**src/rtl/alu_pkg.sv**
```systemverilog
// Shared types and constants for the execute-stage multiply/divide unit.
package alu_pkg;

    localparam int unsigned XLEN_DEFAULT = 32;
    localparam int unsigned XLEN_MAX     = 64;

    // RV32M funct3 encodings
    typedef enum logic [2:0] {
        OP_MUL    = 3'd0,
        OP_MULH   = 3'd1,
        OP_MULHSU = 3'd2,
        OP_MULHU  = 3'd3,
        OP_DIV    = 3'd4,
        OP_DIVU   = 3'd5,
        OP_REM    = 3'd6,
        OP_REMU   = 3'd7
    } muldiv_op_t;

    typedef enum logic [1:0] {
        S_IDLE = 2'd0,
        S_CALC = 2'd1,
        S_FIX  = 2'd2,
        S_DONE = 2'd3
    } muldiv_state_t;

    // Remainder returned on signed overflow (any width, truncated by the user)
    localparam logic [XLEN_MAX-1:0] OVF_REM_ALL = '0;

    // Quotient returned on divide by zero: all ones at the given width
    function automatic logic [XLEN_MAX-1:0] div0_quot(input int unsigned xlen);
        return {XLEN_MAX{1'b1}} >> (XLEN_MAX - xlen);
    endfunction

    // Quotient returned on signed overflow: the most negative value
    function automatic logic [XLEN_MAX-1:0] ovf_quot(input int unsigned xlen);
        return XLEN_MAX'(1) << (xlen - 1);
    endfunction

endpackage

```
**src/rtl/muldiv_unit.sv**
```systemverilog
// Iterative RV32M multiply/divide: radix-2 shift-add multiplier and restoring
// divider sharing one accumulator and one adder/subtractor.
module muldiv_unit
    import alu_pkg::*;
#(
    parameter int unsigned XLEN = XLEN_DEFAULT
) (
    input  logic            clk,
    input  logic            rst,
    input  logic            start,
    input  logic [2:0]      op,
    input  logic [XLEN-1:0] src1,
    input  logic [XLEN-1:0] src2,
    output logic            busy,
    output logic            done,
    output logic [XLEN-1:0] result
);

    localparam int unsigned CNT_W = $clog2(XLEN);
    localparam logic [XLEN-1:0] DIV0_QUOT = XLEN'(div0_quot(XLEN));
    localparam logic [XLEN-1:0] OVF_QUOT  = XLEN'(ovf_quot(XLEN));
    localparam logic [XLEN-1:0] OVF_REM   = XLEN'(OVF_REM_ALL);

    muldiv_state_t   r_state;
    muldiv_state_t   w_state_next;
    logic            w_busy_next;
    logic            w_done_next;

    logic            r_busy;
    logic            r_done;
    logic [XLEN-1:0] r_result;

    muldiv_op_t        r_op;
    logic [2*XLEN-1:0] r_acc;      // {hi, lo}: product, or {remainder, quotient}
    logic [XLEN-1:0]   r_opb;      // multiplicand or divisor magnitude
    logic [XLEN-1:0]   r_src1;
    logic [CNT_W-1:0]  r_cnt;
    logic              r_neg_res;
    logic              r_neg_rem;
    logic              r_dz;
    logic              r_ovf;

    muldiv_op_t      w_op;
    logic            w_s1_neg;
    logic            w_s2_neg;
    logic [XLEN-1:0] w_s1_mag;
    logic [XLEN-1:0] w_s2_mag;

    logic            w_is_div;
    logic [XLEN:0]   w_rem_sh;
    logic [XLEN:0]   w_add_a;
    logic [XLEN:0]   w_add_b;
    logic [XLEN:0]   w_sum;

    logic [2*XLEN-1:0] w_prod;
    logic [XLEN-1:0]   w_quo;
    logic [XLEN-1:0]   w_rem;
    logic [XLEN-1:0]   w_fix_result;

    assign busy   = r_busy;
    assign done   = r_done;
    assign result = r_result;

    // Operand conditioning: signedness per op, magnitudes of signed operands
    always_comb begin
        w_op     = muldiv_op_t'(op);
        w_s1_neg = 1'b0;
        w_s2_neg = 1'b0;
        case (w_op)
            OP_MULH, OP_DIV, OP_REM: begin
                w_s1_neg = src1[XLEN-1];
                w_s2_neg = src2[XLEN-1];
            end
            OP_MULHSU: w_s1_neg = src1[XLEN-1];
            default:   ;
        endcase
        w_s1_mag = w_s1_neg ? -src1 : src1;
        w_s2_mag = w_s2_neg ? -src2 : src2;
    end

    // Shared adder: hi + multiplicand, or shifted remainder - divisor
    always_comb begin
        w_is_div = r_op[2];
        w_rem_sh = {r_acc[2*XLEN-1:XLEN], r_acc[XLEN-1]};
        w_add_a  = w_is_div ? w_rem_sh : {1'b0, r_acc[2*XLEN-1:XLEN]};
        w_add_b  = w_is_div ? ~{1'b0, r_opb} : {1'b0, r_opb};
        w_sum    = w_add_a + w_add_b + (XLEN+1)'(w_is_div);
    end

    // Sign fix-up, special cases and output selection
    always_comb begin
        w_prod = r_neg_res ? -r_acc : r_acc;
        w_quo  = r_neg_res ? -r_acc[XLEN-1:0] : r_acc[XLEN-1:0];
        w_rem  = r_neg_rem ? -r_acc[2*XLEN-1:XLEN] : r_acc[2*XLEN-1:XLEN];
        w_fix_result = w_prod[XLEN-1:0];
        case (r_op)
            OP_MUL:                       w_fix_result = w_prod[XLEN-1:0];
            OP_MULH, OP_MULHSU, OP_MULHU: w_fix_result = w_prod[2*XLEN-1:XLEN];
            OP_DIV, OP_DIVU: begin
                if (r_dz)       w_fix_result = DIV0_QUOT;
                else if (r_ovf) w_fix_result = OVF_QUOT;
                else            w_fix_result = w_quo;
            end
            OP_REM, OP_REMU: begin
                if (r_dz)       w_fix_result = r_src1;
                else if (r_ovf) w_fix_result = OVF_REM;
                else            w_fix_result = w_rem;
            end
            default: ;
        endcase
    end

    // State register and registered status outputs
    always_ff @(posedge clk) begin
        if (rst) begin
            r_state <= S_IDLE;
            r_busy  <= 1'b0;
            r_done  <= 1'b0;
        end else begin
            r_state <= w_state_next;
            r_busy  <= w_busy_next;
            r_done  <= w_done_next;
        end
    end

    // Next-state logic; busy/done follow the upcoming state
    always_comb begin
        w_state_next = r_state;
        case (r_state)
            S_IDLE:  if (start) w_state_next = S_CALC;
            S_CALC:  if (r_cnt == '0) w_state_next = S_FIX;
            S_FIX:   w_state_next = S_DONE;
            S_DONE:  w_state_next = S_IDLE;
            default: w_state_next = S_IDLE;
        endcase
        w_busy_next = (w_state_next != S_IDLE);
        w_done_next = (w_state_next == S_DONE);
    end

    // Datapath: operand capture, one iteration per CALC cycle, result capture
    always_ff @(posedge clk) begin
        if (rst) begin
            r_op      <= OP_MUL;
            r_acc     <= '0;
            r_opb     <= '0;
            r_src1    <= '0;
            r_cnt     <= '0;
            r_neg_res <= 1'b0;
            r_neg_rem <= 1'b0;
            r_dz      <= 1'b0;
            r_ovf     <= 1'b0;
            r_result  <= '0;
        end else begin
            case (r_state)
                S_IDLE: begin
                    if (start) begin
                        r_op      <= w_op;
                        r_src1    <= src1;
                        r_cnt     <= CNT_W'(XLEN - 1);
                        r_neg_res <= w_s1_neg ^ w_s2_neg;
                        r_neg_rem <= w_s1_neg;
                        r_dz      <= (src2 == '0);
                        r_ovf     <= ((w_op == OP_DIV) || (w_op == OP_REM)) &&
                                     (src1 == OVF_QUOT) && (src2 == '1);
                        if (op[2]) begin
                            r_acc <= {{XLEN{1'b0}}, w_s1_mag};
                            r_opb <= w_s2_mag;
                        end else begin
                            r_acc <= {{XLEN{1'b0}}, w_s2_mag};
                            r_opb <= w_s1_mag;
                        end
                    end
                end
                S_CALC: begin
                    r_cnt <= r_cnt - CNT_W'(1);
                    if (w_is_div) begin
                        if (!w_sum[XLEN])
                            r_acc <= {w_sum[XLEN-1:0], r_acc[XLEN-2:0], 1'b1};
                        else
                            r_acc <= {w_rem_sh[XLEN-1:0], r_acc[XLEN-2:0], 1'b0};
                    end else begin
                        if (r_acc[0])
                            r_acc <= {w_sum, r_acc[XLEN-1:1]};
                        else
                            r_acc <= {1'b0, r_acc[2*XLEN-1:XLEN], r_acc[XLEN-1:1]};
                    end
                end
                S_FIX:   r_result <= w_fix_result;
                default: ;
            endcase
        end
    end

endmodule
```
**config.mk**
```make
export PLATFORM = sky130hd
export DESIGN_NAME = muldiv_unit
export DESIGN_NICKNAME = d
export VERILOG_FILES = /design/src/rtl/alu_pkg.sv /design/src/rtl/muldiv_unit.sv
export SDC_FILE = /design/constraint.sdc
export NUM_CORES = 1
export LEC_CHECK = 0
export ABC_CLOCK_PERIOD_IN_PS = 4990
export CAP_MARGIN = 0
export CORE_MARGIN = 2
export CORE_UTILIZATION = 45
export DETAILED_ROUTE_END_ITERATION = 6
export PLACE_DENSITY = 0.63
export SYNTH_ARGS = -nofsm -noshare
export SYNTH_HDL_FRONTEND = slang
export SYNTH_SLANG_ARGS = --single-unit
```
**constraint.sdc**
```tcl
create_clock -name clk -period 4.99 [get_ports clk]
set_input_delay 0.499 -clock clk [delete_from_list [all_inputs] [get_ports clk]]
set_output_delay 0.499 -clock clk [all_outputs]
set_load 0.01 [all_outputs]
```
# Yosys cells after proc, flatten, opt, wreduce, memory -nomap -nowiden
# Index checks and enable logic that the tools add are counted.
# totals
regBits,176
latchBits,0
mem_bits_rw,0
romBits,0
inputBits,70
out_inout_bits,34
wordCells,83
mem_count,0
# classes
addsub,8
mul,0
n_div,0
magnitude_cmp,0
n_eq_ne,18
n_shift,0
mux,26
n_bitwise,2
reduce_logical,16
# ops
op,n
2-to-1 mux 32 bit,10
2-to-1 mux 64 bit,5
negation 32 bit,4
one-hot mux 32 bit (4 select lines),1
one-hot mux 64 bit (2 select lines),1
2-to-1 mux 33 bit,2
"== test 32 bit, second input constant",2
negation 64 bit,1
adder 33 x 1 -> 33 bit,1
adder 33 bit,1
inverter 32 -> 33 bit,1
logical NOT 32 bit,1
"== test 3 bit, second input constant",6
one-hot mux 5 bit (2 select lines),1
"== test 3 x 2 -> 1 bit, second input constant",3
one-hot mux 2 bit (4 select lines),1
"== test 2 bit, second input constant",3
"== test 3 x 1 -> 1 bit, second input constant",2
OR reduction 3 bit,2
logical NOT 5 bit,1
2-to-1 mux 5 bit,1
"subtractor 5 x 1 -> 5 bit, second input constant",1
2-to-1 mux 2 bit,2
AND reduction 2 bit,2
other kinds (11),15

# Depth between registers and ports, before layout
# Gate-level depths: netlist of the first run.
# logic_depth
word_depth,7
depth_mapped,18
depth_no_buf,12

# Worst setup path before layout of the first run
# OpenSTA, ideal clock, no wires.
# synth_path
path_type,flip-flop to flip-flop
startpoint,reg r_op[2]
endpoint,reg r_acc[54]
setup_time_ps,122
t_arrival_ps,4916
required_time_ps,4868
path_slack_ps,-48
stages_incl_launch_ff,16
path_buffers,5
period_less_slack_ps,5038
cell_sequence,dfxtp_1 > clkbuf_1 > buf_1 > buf_1 > clkbuf_1 > clkbuf_1 > xor2_1 > fa_1 > a21o_1 > a221o_1 > a32oi_2 > a2111o_1 > a31oi_2 > xnor2_2 > mux2_1 > a221o_1
# synth_between
elab_chain_len,6
elab_cells_between_ends,8
cone_classes,add/sub: 2; mux: 6
# synth_rtl
element,line,source
"start, declared",muldiv_unit.sv:33,muldiv_op_t r_op;
"start signal, assigned",muldiv_unit.sv:157,r_op <= w_op;
"2-to-1 mux 33 bit, on equally long branches","muldiv_unit.sv:85, muldiv_unit.sv:86",
adder 33 bit,muldiv_unit.sv:87,w_sum = w_add_a + w_add_b + (XLEN+1)'(w_is_div);
adder 33 x 1 -> 33 bit,muldiv_unit.sv:87,
"2-to-1 mux 64 bit, on equally long branches","muldiv_unit.sv:182, muldiv_unit.sv:177",
2-to-1 mux 64 bit (*),muldiv_unit.sv:176,if (w_is_div) begin
one-hot mux 64 bit (2 select lines) (*),muldiv_unit.sv:154,case (r_state)
"end signal, assigned",muldiv_unit.sv:178,"r_acc <= {w_sum[XLEN-1:0], r_acc[XLEN-2:0], 1'b1};"
"end signal, assigned",muldiv_unit.sv:183,"r_acc <= {w_sum, r_acc[XLEN-1:1]};"
"end signal, assigned",muldiv_unit.sv:185,"r_acc <= {1'b0, r_acc[2*XLEN-1:XLEN], r_acc[XLEN-1:1]};"
"end, declared",muldiv_unit.sv:34,logic [2*XLEN-1:0] r_acc;
# Every way passes the cells marked *; elsewhere a longest branch is shown, timed or not.
# A chain may end at the register's enable or synchronous reset.

# Final worst setup path of the first run
# layout_path
startpoint,reg r_op[2]
endpoint,reg r_acc[59]
# Same word-level chain as after synthesis.

==> results of run 1 <==
==> cells in the final DEF (no fill, tap or decap), types with 11 or more instances in the layout <==
| cell type | instances |
|---|---|
| clkbuf_16 | 17 |
| or3_1 | 25 |
| xor2_1 | 101 |
| nand4_1 | 23 |
| nand2_1 | 279 |
| o31ai_1 | 28 |
| a21oi_1 | 192 |
| clkdlybuf4s50_1 | 101 |
| nor4_1 | 27 |
| nor3_1 | 59 |
| o21ai_0 | 153 |
| a221oi_1 | 20 |
| or4_1 | 17 |
| mux2_2 | 35 |
| buf_4 | 69 |
| a31oi_1 | 28 |
| a21o_1 | 15 |
| ha_1 | 37 |
| nor2_1 | 197 |
| inv_1 | 34 |
| dfxtp_1 | 175 |
| nand3_1 | 29 |
| mux2i_1 | 94 |
| o221ai_1 | 19 |
| nor2b_1 | 11 |
| o41ai_1 | 15 |
| xnor2_1 | 88 |
| nand2b_1 | 23 |
| o211ai_1 | 26 |
| a211oi_1 | 36 |
==> final cells by class <==
| class | instances | area, sq um | area share |
|---|---|---|---|
| flip-flops and latches | 176 | 3530 | 0.200 |
| well taps | 455 | 569 | 0.0323 |
| repair buffers | 172 | 1550 | 0.0882 |
| clock buffers | 17 | 425 | 0.0241 |
| multi-input cells | 1759 | 11200 | 0.638 |
| clock inverters | 15 | 161 | 0.00916 |
| inverters | 39 | 146 | 0.00831 |
==> worst max-delay path by stage <==
stage                      endpoint  cells past startpoint  slack, ns
after floorplan           r_acc[54]                     15       0.08
after global placement    r_acc[59]                     11       0.67
after detailed placement  r_acc[59]                     11       0.63
after CTS                 r_acc[59]                     11       0.59
after global routing      r_acc[59]                     11       0.21
final                     r_acc[59]                     11       0.55
==> sequential cells by signal, summed over array words and instances (netlist names) <==
register   flops
r_dz           1
done           1
result        32
r_neg_res      1
r_neg_rem      1
r_opb         32
r_src1        32
r_state        2
r_op           3
r_cnt          5
r_ovf          1
r_acc         64
busy           1
==> power by group through the flow <==
stage	logic [mW]	registers, mW	clock network (mW)
finish	1.87	1.71	1.38
global route	2.00	1.72	1.45
CTS	1.82	1.70	1.39
detailed placement	1.82	1.74	0
global placement	1.81	1.73	0
floorplan	1.24	1.62	0
==> routing by layer <==
metal / up-vias / global-route usage
li1: 7875 / -
met1: 8216 / 0.486
met2: 872 / 0.578
met3: 150 / 0.0616
met4: 2 / 0.159
met5: - / 0
==> worst register-to-register path, cell delays in order, from the launching register on <==
cell       delay, ns
dfxtp_4         0.80
mux2_2          0.43
ha_1            0.39
a21oi_1         0.11
o21ai_0         0.29
a32oi_2         0.21
buf_4           0.21
a2111oi_1       0.73
o21ai_1         0.33
and3_1          0.38
a211o_1         0.30
a22o_1          0.17
==> logic make-up (layout without fill, tap and decap cells) <==
family | after synthesis | count (layout) | share of synthesized area
muxes | 130 | 130 | 0.0864
DFF | 176 | 176 | 0.226
xor gates and xnor gates | 190 | 190 | 0.107
and+or+nand+nor | 747 | 747 | 0.224
buffers and inverters | 216 | 243 | 0.0532
adders and majority gates | 38 | 38 | 0.0310
AOI/OAI and AO/OA | 654 | 654 | 0.272
==> through the flow <==
step                std cells   util
finish                   2633  0.514
global route             2633  0.514
global placement         2601  0.497
floorplan                2151      -
detailed placement       2601  0.497
CTS                      2633  0.514
==> flow_summary.yaml, run 1 <==
outcome:
  status: "completed"
placement:
  place_ws_ns: 0.627
  dp_hpwl_microns: 51700
  placed_area_sq_mm: 0.0170
  place_congestion: 1.00
  port_buffers: 103
worst_setup_path:
  critPathTopFamily: "compound AO/OA/AOI/OAI gates"
  worstPathRequired_ns: 5.35
  cp-end-kind: "flop"
  worst_path_largest_cell_delay_ns: 0.80
  setup.worst_path.class: "flop to flop"
  r2r_slack_ns: 0.55
  crit_start: "r_op[2]"
  slowest_stage: "dfxtp_4"
  r2r-start: "r_op[2]"
  reg2reg_depth: 11
  critPathArrivalTime_ns: 4.81
  cp_max_fo: 50
  cp-start-kind: "flop"
  rr_endpoint: "r_acc[59]"
  crit_chain: "mux2_2 > ha_1 > a21oi_1 > o21ai_0 > a32oi_2 > buf_4 > a2111oi_1 > o21ai_1 > and3_1 > a211o_1 > a22o_1"
  crit_buf_inv: 1
pwr:
  power.share.clock: 0.278
  swShare: 0.425
  p_leak_nw: 6.63
  total_power_mw: 4.96
  vdd_drop_max_mv: 0.285
  switchingPower_mw: 2.11
  p_seq_frac: 0.345
  p_int_mw: 2.85
  combinationalPowerShare: 0.377
  p_per_area_mw_per_mm2: 282
clocking:
  max-clock-path-buffers: 2
  root_buffer: "clkbuf_16"
  cts.sinks: 176
  numCtsBuffers: 17
  tritoncts: "built"
  clkLatencyLatePin_ns: 0.47
  post_cts_buffers: 0
  cts_max_level: 4
  cts-resized-gates: 0
  holdBufCountCts: 0
  path_clk_slew_ns: 0.08
timing:
  tightest_slew_ns: 1.11
  timing.fmax_mhz: 225
  setup_tns_ns: 0
  hold_viol: 0
  rsz0062_at_grt: "false"
  min_period_over_period: 0.890
  period_needed_ns: 4.44
  finalSetupViolations: 0
  final.setup_skew_ns: 0.0206
  slew_headroom: 0.257
  setup_ws_ns: 0.547
  drv_slew: 0
  hold-worst-slack_ns: 0.433
synthesis:
  yosysMostFrequentCell: "nand2_1"
  syn_nets: 2259
  syn_area_sq_mm: 0.0156
  synth_common_cells: "280 x nand2_1, 199 x nor2_1, 192 x a21oi_1, 176 x dfxtp_1, 156 x clkbuf_1"
  yosysTopAreaCell: "dfxtp_1"
  synthTopCellsByArea: "dfxtp_1 23%, nand2_1 6.7%, a21oi_1 6.2%"
  synth-seq-cells: 176
  avgSynthCellArea_sq_um: 7.24
  synth-edff-count: 0
  yosysSeqAreaShare: 0.226
  synth_top_flop_cell: "dfxtp_1"
  yosysUniqueCellTypes: 92
  yosysWarnings: 0
  synth_top_area_frac: 0.226
  synthCells: 2151
  synthArstFlopShare: 0
worst_hold_path:
  min-delay-start: "result[19]"
  whs_endpoint: "result[19]"
  hold_class: "flop to flop"
  whs_path_depth: 2
drt:
  firstDrtPassIters: 5
  vias: 17100
  met3_length_microns: 5570
  drt-total-wl_microns: 66600
  top_layer_used: "met5"
  vias_per_cell: 6.50
  met1_length_microns: 28300
  final_antenna_net_count: 0
  wl_met2_microns: 29700
  first_iter_violations: 1851
  drcViolationCount: 0
  wl_per_cell_microns: 25.3
layout:
  nets: 2273
  syn_to_final_growth_pct: 13.1
  drive_above_1_share: 0.0794
  fillCellCount: 3442
  design_area_sq_mm: 0.0176
  antenna_cells: 0
global_route:
  grt_antenna_before_repair: 1
  overflow: 0
  grt_pass1_vias: 15900
  grt_pass1_wl_microns: 99400
  grt_max_degree: 61
  grt_usage: 0.364
floorplan:
  rows: 68
  die_area_sq_mm: 0.0361
  die_w_microns: 190
  io_pins: 104
  start_util: 0.454
  core_sq_mm: 0.0343
  die_h_microns: 190
flow_run:
  maxCapViolCount: 0
No activity file was read; power rests on OpenSTA's default activity.
==> run 2, diff against run 1 <==
--- a/config.mk
+++ b/config.mk
@@ -11,6 +11,7 @@
 export CORE_UTILIZATION = 45
 export DETAILED_ROUTE_END_ITERATION = 6
 export PLACE_DENSITY = 0.63
+export REMOVE_ABC_BUFFERS = 1
 export SYNTH_ARGS = -nofsm -noshare
 export SYNTH_HDL_FRONTEND = slang
 export SYNTH_SLANG_ARGS = --single-unit
==> run 2 against run 1 <==
Net effect:
- the run now ends with design-rule violations left
- core utilization up 0.19 points
- clock skew down 0.0053 ns
- routed wire length up 1.1%
- total power down 0.50%
- critical endpoint is now r_acc[49]
- largest power group unchanged
==> flow_summary.yaml, run 2 (synthesized netlist as in run 1, its figures left out) <==
global_route:
  grt_pass1_vias: 15900
  grt_max_degree: 72
  grt_pass1_wl_microns: 101000
  grt_usage: 0.372
  grt_antenna_before_repair: 1
  overflow: 0
placement:
  port_buffers: 103
  dp_hpwl_microns: 51300
  placed_cells: 2611
  place_congestion: 1.02
layout:
  antenna_cells: 0
  drive_above_1_share: 0.0841
  largest-register: "r_acc"
  final_cell_mix: "279 x nand2_1, 197 x nor2_1, 192 x a21oi_1"
  largest_register_ffs: 64
  syn_to_final_growth_pct: 13.5
  nets: 2283
  layout_commonest_cell: "nand2_1"
  fin_cells: 2643
timing:
  hold_viol: 0
  slew_headroom: 0.212
  final.setup_skew_ns: 0.0152
  rsz0062_at_grt: "false"
  min_period_over_period: 0.925
  timing.fmax_mhz: 217
  finalSetupViolations: 0
  tightest_slew_ns: 1.18
  period_needed_ns: 4.62
  drv_slew: 0
floorplan:
  core_sq_mm: 0.0343
  die_w_microns: 190
  io_pins: 104
  die_area_sq_mm: 0.0361
  start_util: 0.454
  rows: 68
  die_h_microns: 190
pwr:
  combinationalPowerShare: 0.378
  power.share.clock: 0.275
  switchingPower_mw: 2.06
  p_per_area_mw_per_mm2: 279
  vdd_drop_max_mv: 0.228
  p_leak_nw: 6.67
  p_int_mw: 2.88
  total_power_mw: 4.94
  p_seq_frac: 0.347
  swShare: 0.417
worst_setup_path:
  worstPathRequired_ns: 5.29
  worst_path_largest_cell_delay_ns: 0.86
  slowest_stage: "xnor2_2"
  cp-end-kind: "flop"
  setup.worst_path.class: "flop to flop"
  cp_max_fo: 46
  crit_chain: "o21ai_0 > fa_1 > a21o_1 > a221o_1 > a32oi_2 > a2111o_1 > a31oi_2 > xnor2_2 > buf_4 > mux2i_1 > o221ai_1"
  critPathArrivalTime_ns: 4.92
  cp-start-kind: "flop"
drt:
  wl_per_cell_microns: 25.4
  final_antenna_net_count: 0
  drcViolationCount: 2
  firstDrtPassIters: 7
  vias: 17200
  vias_per_cell: 6.50
  drt-total-wl_microns: 67300
  first_iter_violations: 1985
clocking:
  post_cts_buffers: 0
  cts_max_level: 4
  numCtsBuffers: 17
  cts-resized-gates: 0
  max-clock-path-buffers: 2
  tritoncts: "built"
  cts.sinks: 176
  clkLatencyLatePin_ns: 0.47
  path_clk_slew_ns: 0.07
  root_buffer: "clkbuf_16"
  holdBufCountCts: 0
flow_run:
  maxCapViolCount: 0
worst_hold_path:
  hold_class: "flop to flop"
outcome:
  status: "finished with violations"
  violations: "design-rule violations"
[run 2: cell types whose count changed in the layout (fill, tap and decap cells not counted), sizes merged]
cell      before  now
clkinvlp       0    2
clkbuf        17   21
clkinv        11    8
buf           71   81
inv           43   40
[run 2: metrics by stage]
stage | hold slack [ns] | setup slack, ns | util | instance area [sq um] | setup TNS, ns
floorplan | 0.425 | -4.04 | - | 14900 | -166.92
global placement | 0.428 | 0.519 | 0.499 | 17100 | 0
detailed placement | 0.437 | 0.432 | 0.499 | 17100 | 0
CTS | 0.445 | 0.417 | 0.516 | 17700 | 0
global route | 0.454 | 0.0944 | 0.516 | 17700 | 0
finish | 0.446 | 0.373 | 0.516 | 17700 | 0
[run 2: worst max-delay path: cells and delay by family, from the launching register on]
kind	cells	cell delay, ns
AOI/OAI and AO/OA	7	1.74
xor gates and xnor gates	1	0.86
adders and majority gates	1	0.51
buffers and inverters	1	0.33
DFF	1	0.79
muxes	1	0.20
[run 2: final timing paths]
check                   from    endpoint  slack (ns)  cells past startpoint
hold reg to reg   result[19]  result[19]        0.45                      2
setup reg to reg     r_op[2]   r_acc[49]        0.37                     11
setup / recovery     r_op[2]   r_acc[49]        0.37                     11
hold / removal    result[19]  result[19]        0.45                      2
[run 2: routing by layer]
metal | up-vias | GRT usage | wire length, microns
met3 | 147 | 0.0681 | 6430
met5 | - | 0 | 0
met4 | 0 | 0.168 | 3250
met1 | 8217 | 0.505 | 28300
met2 | 931 | 0.574 | 29300
li1 | 7890 | - | -
[run 2: power groups by stage]
| stage | registers, mW | logic, mW | clock network (mW) |
|---|---|---|---|
| 3_5_place_dp | 1.73 | 1.81 | 0 |
| 2_1_floorplan | 1.70 | 1.11 | 0 |
| 4_1_cts | 1.70 | 1.82 | 1.36 |
| 3_3_place_gp | 1.73 | 1.80 | 0 |
| 5_1_grt | 1.72 | 2.01 | 1.42 |
| 6_report | 1.71 | 1.87 | 1.36 |
[run 2: final cells by class]
type,instances,area [sq um]
fill,3465,16600
multi-input combinational,1759,11200
sequential,176,3530
timing repair buffer,182,1630
tap,455,569
clock buffer,21,470
inverter,39,146
clock inverter,11,98.8
==> run 3, diff against run 2 <==
--- a/config.mk
+++ b/config.mk
@@ -7,11 +7,12 @@
 export LEC_CHECK = 0
 export ABC_CLOCK_PERIOD_IN_PS = 4990
 export CAP_MARGIN = 0
-export CORE_MARGIN = 2
+export CORE_MARGIN = 3
 export CORE_UTILIZATION = 45
 export DETAILED_ROUTE_END_ITERATION = 6
 export PLACE_DENSITY = 0.63
 export REMOVE_ABC_BUFFERS = 1
+export SLEW_MARGIN = 40
 export SYNTH_ARGS = -nofsm -noshare
 export SYNTH_HDL_FRONTEND = slang
 export SYNTH_SLANG_ARGS = --single-unit
==> run 3 against run 2 <==
Net effect:
- non-clock buffer count fell by 16
- the flow still finishes with violations (design-rule violations)
- count of clock-buffer cells in the layout fell by 3
- routed wire length fell by 1.4%
- highest routed layer unchanged
- clock skew fell by 0.0022 ns
- final area barely moved
- critical endpoint is now r_acc[59]
==> flow_summary.yaml, run 3 (synthesized netlist as in run 1, its figures left out) <==
layout:
  fin_cells: 2620
  syn_to_final_growth_pct: 13.4
  final_cell_mix: "279 x nand2_1, 194 x nor2_1, 192 x a21oi_1"
  nets: 2267
  largest-register: "r_acc"
  layout_commonest_cell: "nand2_1"
  design_area_sq_mm: 0.0177
  largest_register_ffs: 64
  drive_above_1_share: 0.0797
  antenna_cells: 0
  final_util: 0.522
pwr:
  total_power_mw: 5.08
  vdd_drop_max_mv: 0.248
  p_per_area_mw_per_mm2: 287
  switchingPower_mw: 2.06
  power.share.clock: 0.299
  p_int_mw: 3.01
  p_seq_frac: 0.339
  combinationalPowerShare: 0.362
  swShare: 0.407
  p_leak_nw: 6.64
drt:
  wl_per_cell_microns: 25.3
  drcViolationCount: 6
  vias: 17200
  vias_per_cell: 6.55
  firstDrtPassIters: 7
  drt-total-wl_microns: 66300
  final_antenna_net_count: 0
  first_iter_violations: 1934
global_route:
  grt_pass1_vias: 15800
  grt_pass1_wl_microns: 98900
  grt_antenna_before_repair: 0
  overflow: 0
  grt_usage: 0.355
  grt_max_degree: 79
timing:
  final.setup_skew_ns: 0.0131
  finalSetupViolations: 0
  setup_tns_ns: 0
  min_period_over_period: 0.907
  hold_viol: 0
  slew_headroom: 0.441
  rsz0062_at_grt: "false"
  period_needed_ns: 4.53
  hold-worst-slack_ns: 0.446
  setup_ws_ns: 0.463
  tightest_slew_ns: 0.838
  timing.fmax_mhz: 221
  drv_slew: 0
placement:
  placed_cells: 2587
  place_ws_ns: 0.582
  port_buffers: 103
  place_congestion: 0.971
  dp_hpwl_microns: 51000
  placed_area_sq_mm: 0.0170
flow_run:
  maxCapViolCount: 0
worst_setup_path:
  cp-start-kind: "flop"
  worstPathRequired_ns: 5.35
  cp_max_fo: 54
  cp-end-kind: "flop"
  critPathArrivalTime_ns: 4.89
  setup.worst_path.class: "flop to flop"
clocking:
  path_clk_slew_ns: 0.08
  numCtsBuffers: 17
  cts-resized-gates: 0
  clkLatencyLatePin_ns: 0.47
  cts_max_level: 4
  tritoncts: "built"
  max-clock-path-buffers: 2
  post_cts_buffers: 0
  holdBufCountCts: 0
  cts.sinks: 176
  root_buffer: "clkbuf_16"
floorplan:
  die_h_microns: 192
  core_sq_mm: 0.0339
  io_pins: 104
  die_w_microns: 192
  start_util: 0.460
  rows: 67
  die_area_sq_mm: 0.0369
worst_hold_path:
  hold_class: "flop to flop"
outcome:
  violations: "design-rule violations"
  status: "finished with violations"
## run 3: cell types whose count changed in the layout (fill, tap and decap cells not counted), moves of 2 or more
cell	change
bufinv_16	+3
clkinv_4	-3
nor4_2	+2
clkbuf_8	-3
nor2_1	-3
nor2_2	+3
clkinv_2	+2
buf_4	-18
nor4_1	-2
## run 3: worst paths after layout
path | cells after the start | to | from | slack [ns]
setup / recovery | 10 | r_acc[59] | r_op[2] | 0.46
hold / removal | 2 | result[19] | result[19] | 0.45
setup reg to reg | 10 | r_acc[59] | r_op[2] | 0.46
hold reg to reg | 2 | result[19] | result[19] | 0.45
## run 3: metal layers
layer	share of wire	up-vias	wire length [microns]	track usage
li1	-	7855	-	-
met1	0.43	8200	28200	0.480
met2	0.44	950	29300	0.554
met4	0.044	0	2910	0.141
met5	0	-	0	0
met3	0.090	160	5950	0.0706
## run 3: layout make-up
cell class                 instances  area (sq um)
clock buffer                      18           450
clock inverter                    14           190
fill                            3356         16200
inverter                          39           146
multi-input combinational       1759         11300
sequential                       176          3530
tap                              448           561
timing repair buffer             166          1530
## run 3: critical path, stage by stage, from the launching register on
cell	delay, ns
dfxtp_4	0.83
buf_4	0.34
mux2_2	0.36
ha_1	0.37
nand2_1	0.12
or3_1	0.42
a2111oi_1	0.75
o21ai_1	0.31
and3_1	0.38
a211o_1	0.31
a22o_1	0.17
## run 3: power by group through the flow
stage          sequential [mW]  combinational, mW  clock, mW
4_1_cts                   1.71               1.79       1.53
5_1_grt                   1.73               1.98       1.58
3_3_place_gp              1.74               1.77          0
3_5_place_dp              1.74               1.78          0
6_report                  1.72               1.84       1.52
2_1_floorplan             1.70               1.11          0
==> patch: new RTL, config.mk and constraints of run 1 <==
The 4 states of `muldiv_state_t` get a one-hot encoding in 4 bits.
--- a/src/rtl/alu_pkg.sv
+++ b/src/rtl/alu_pkg.sv
@@ -18,7 +18,7 @@
 
-    typedef enum logic [1:0] {
-        S_IDLE = 2'd0,
-        S_CALC = 2'd1,
-        S_FIX  = 2'd2,
-        S_DONE = 2'd3
+    typedef enum logic [3:0] {
+        S_IDLE = 4'b0001,
+        S_CALC = 4'b0010,
+        S_FIX  = 4'b0100,
+        S_DONE = 4'b1000
     } muldiv_state_t;
Function: no difference found for any inputs over 4 cycles, from zero or initial values and one cycle with rst high; so few cycles prove little.
==> patch against run 1 <==
Sequential cell count is 2 higher. Synthesized area is 3.4% lower. Total power is 15% lower. Routed wire length is 10% lower. Worst setup slack worse by 0.044 ns. Critical path type unchanged. Die area is 3.3% lower. Clock skew is 0.0053 ns lower. Final area is 4.5% lower.
==> patch: results (changes against run 1) <==
Status: complete, no violations (unchanged)
Total GRT Usage: 33.1% (was 36.4%)
Post-synthesis sequential area ratio: 23.7% (was 22.6%)
IR Drop Worst-Case VDD: 0.247 mV (was 0.285 mV)
Final Power: 4230 µW (was 4960 µW)
DR vias/cell: 6.39 (was 6.50)
Largest net degree at the start of global routing: 84 (was 61)
Async set or reset register ratio after synthesis: 0% (unchanged)
Placement-stage cell area: 16300 µm² (was 17000 µm²)
Crit-path max FO: 43 (was 50)
Post-synth cell types: 76 (was 92)
H-tree depth: 4 (unchanged)
Vias in the first global route: 14297 (was 15859)
Synth top area share: 23.7% (was 22.6%)
Via Count: 16083 (was 17115)
Avg Inst Size Synth: 7.20 µm² (was 7.24 µm²)
Crit path DAT: 4.82 ns (was 4.81 ns)
Worst Hold Class: flip-flop to flip-flop (unchanged)
Dpl hpwl: 45700 µm (was 51700 µm)
Area contributors post-synth: dfxtp_1 24%, xor2_1 7.1%, nand2_1 7.0% (was dfxtp_1 23%, nand2_1 6.7%, a21oi_1 6.2%)
Main synth FF type: dfxtp_1 (unchanged)
Syn nets: 2198 (was 2259)
Initial DRC count: 1683 (was 1851)
Setup bufs post-CTS: 0 (unchanged)
Delay-heaviest family, CP: simple AND/OR/NAND/NOR gates (was compound AO/OA/AOI/OAI gates)
CTS buffer count: 17 (unchanged)
Area Overhead vs Synth: 11.8% (was 13.1%)
First-pass GRT wire length: 89100 µm (was 99400 µm)
Drt total wl: 59700 µm (was 66600 µm)
Slowest cell on the critical path: dfxtp_4 (unchanged)
Drt pass-1 iters: 7 (was 5)
FILL cells: 3329 (was 3442)
P_leak: 0.00624 µW (was 0.00663 µW)
Initial antenna violation count: 0 (was 1)
Share of cells above drive strength 1: 7.04% (was 7.94%)
Worst-skew pair later-pin latency: 0.46 ns
Pre-CTS setup slack: 0.633 ns (was 0.627 ns)
Slowest cell delay on critical path: 0.75 ns (was 0.80 ns)
Sequential share of power: 38.6% (was 34.5%)
Sw Share: 38.6% (was 42.5%)
Tightest Pin Transition: 1.06 ns (was 1.11 ns)
Synth cell count leaders: 279 x nand2_1, 194 x a21oi_1, 187 x nor2_1, 178 x dfxtp_1, 164 x clkbuf_1 (was 280 x nand2_1, 199 x nor2_1, 192 x a21oi_1, 176 x dfxtp_1, 156 x clkbuf_1)
Clock share of power: 31.6% (was 27.8%)
Biggest register: r_acc (unchanged)
Skew final: 0.0152 ns (was 0.0206 ns)
CTS max path bufs: 2 (unchanged)
Ys Warns: 0 (unchanged)
GPL Wtd Cong: 1.00 (about the same)
Worst-path clk slew: 0.07 ns
Commonest non-fill, non-tap cell in the layout: nand2_1 (unchanged)
patch: changes by cell type after synthesis, moves of 15 or more:
cell	before	now
o211ai_1	26	41
a31oi_1	28	48
mux2i_1	94	66
xor2_1	101	122
nand2b_1	23	8
nor3_1	59	41
patch: cell families (layout without fill, tap and decap cells):
logic type / count (synthesis) / after routing / share of synthesized area, %
AND/OR/NAND/NOR: 682 / 682 / 20.5
AO/OA/AOI/OAI: 658 / 658 / 27.8
buffers and inverters: 227 / 212 / 5.73
XOR/XNOR: 205 / 205 / 11.9
flip-flops: 178 / 178 / 23.7
multiplexers: 102 / 102 / 7.08
adder cells (fa/ha/maj): 38 / 38 / 3.21
patch: metal layers:
metal	global-route usage, %	share of wire [%]	vias to the layer above
li1	-	-	7496
met1	46.4	44	7628
met2	49.0	43	839
met3	5.48	8.5	120
met4	16.1	4.7	0
met5	0	0	-
patch: cell type report:
type                       count  share of cell area (%)
multi-input combinational   1685                    63.3
sequential                   178                    21.2
clock buffer                  17                    2.53
timing repair buffer         146                    8.08
clock inverter                15                   0.811
inverter                      34                   0.758
tap                          442                    3.29
patch: final timing paths:
path                                         startpoint                      end  slack [ns]  cells past startpoint
worst max-delay path               r_op[2]$_SDFFE_PP0P_   r_acc[44]$_SDFFE_PP0P_        0.50                     12
worst min register to register  result[23]$_SDFFE_PP0N_  result[23]$_SDFFE_PP0N_        0.43                      2
worst min-delay path            result[23]$_SDFFE_PP0N_  result[23]$_SDFFE_PP0N_        0.43                      2
worst max register to register     r_op[2]$_SDFFE_PP0P_   r_acc[44]$_SDFFE_PP0P_        0.50                     12
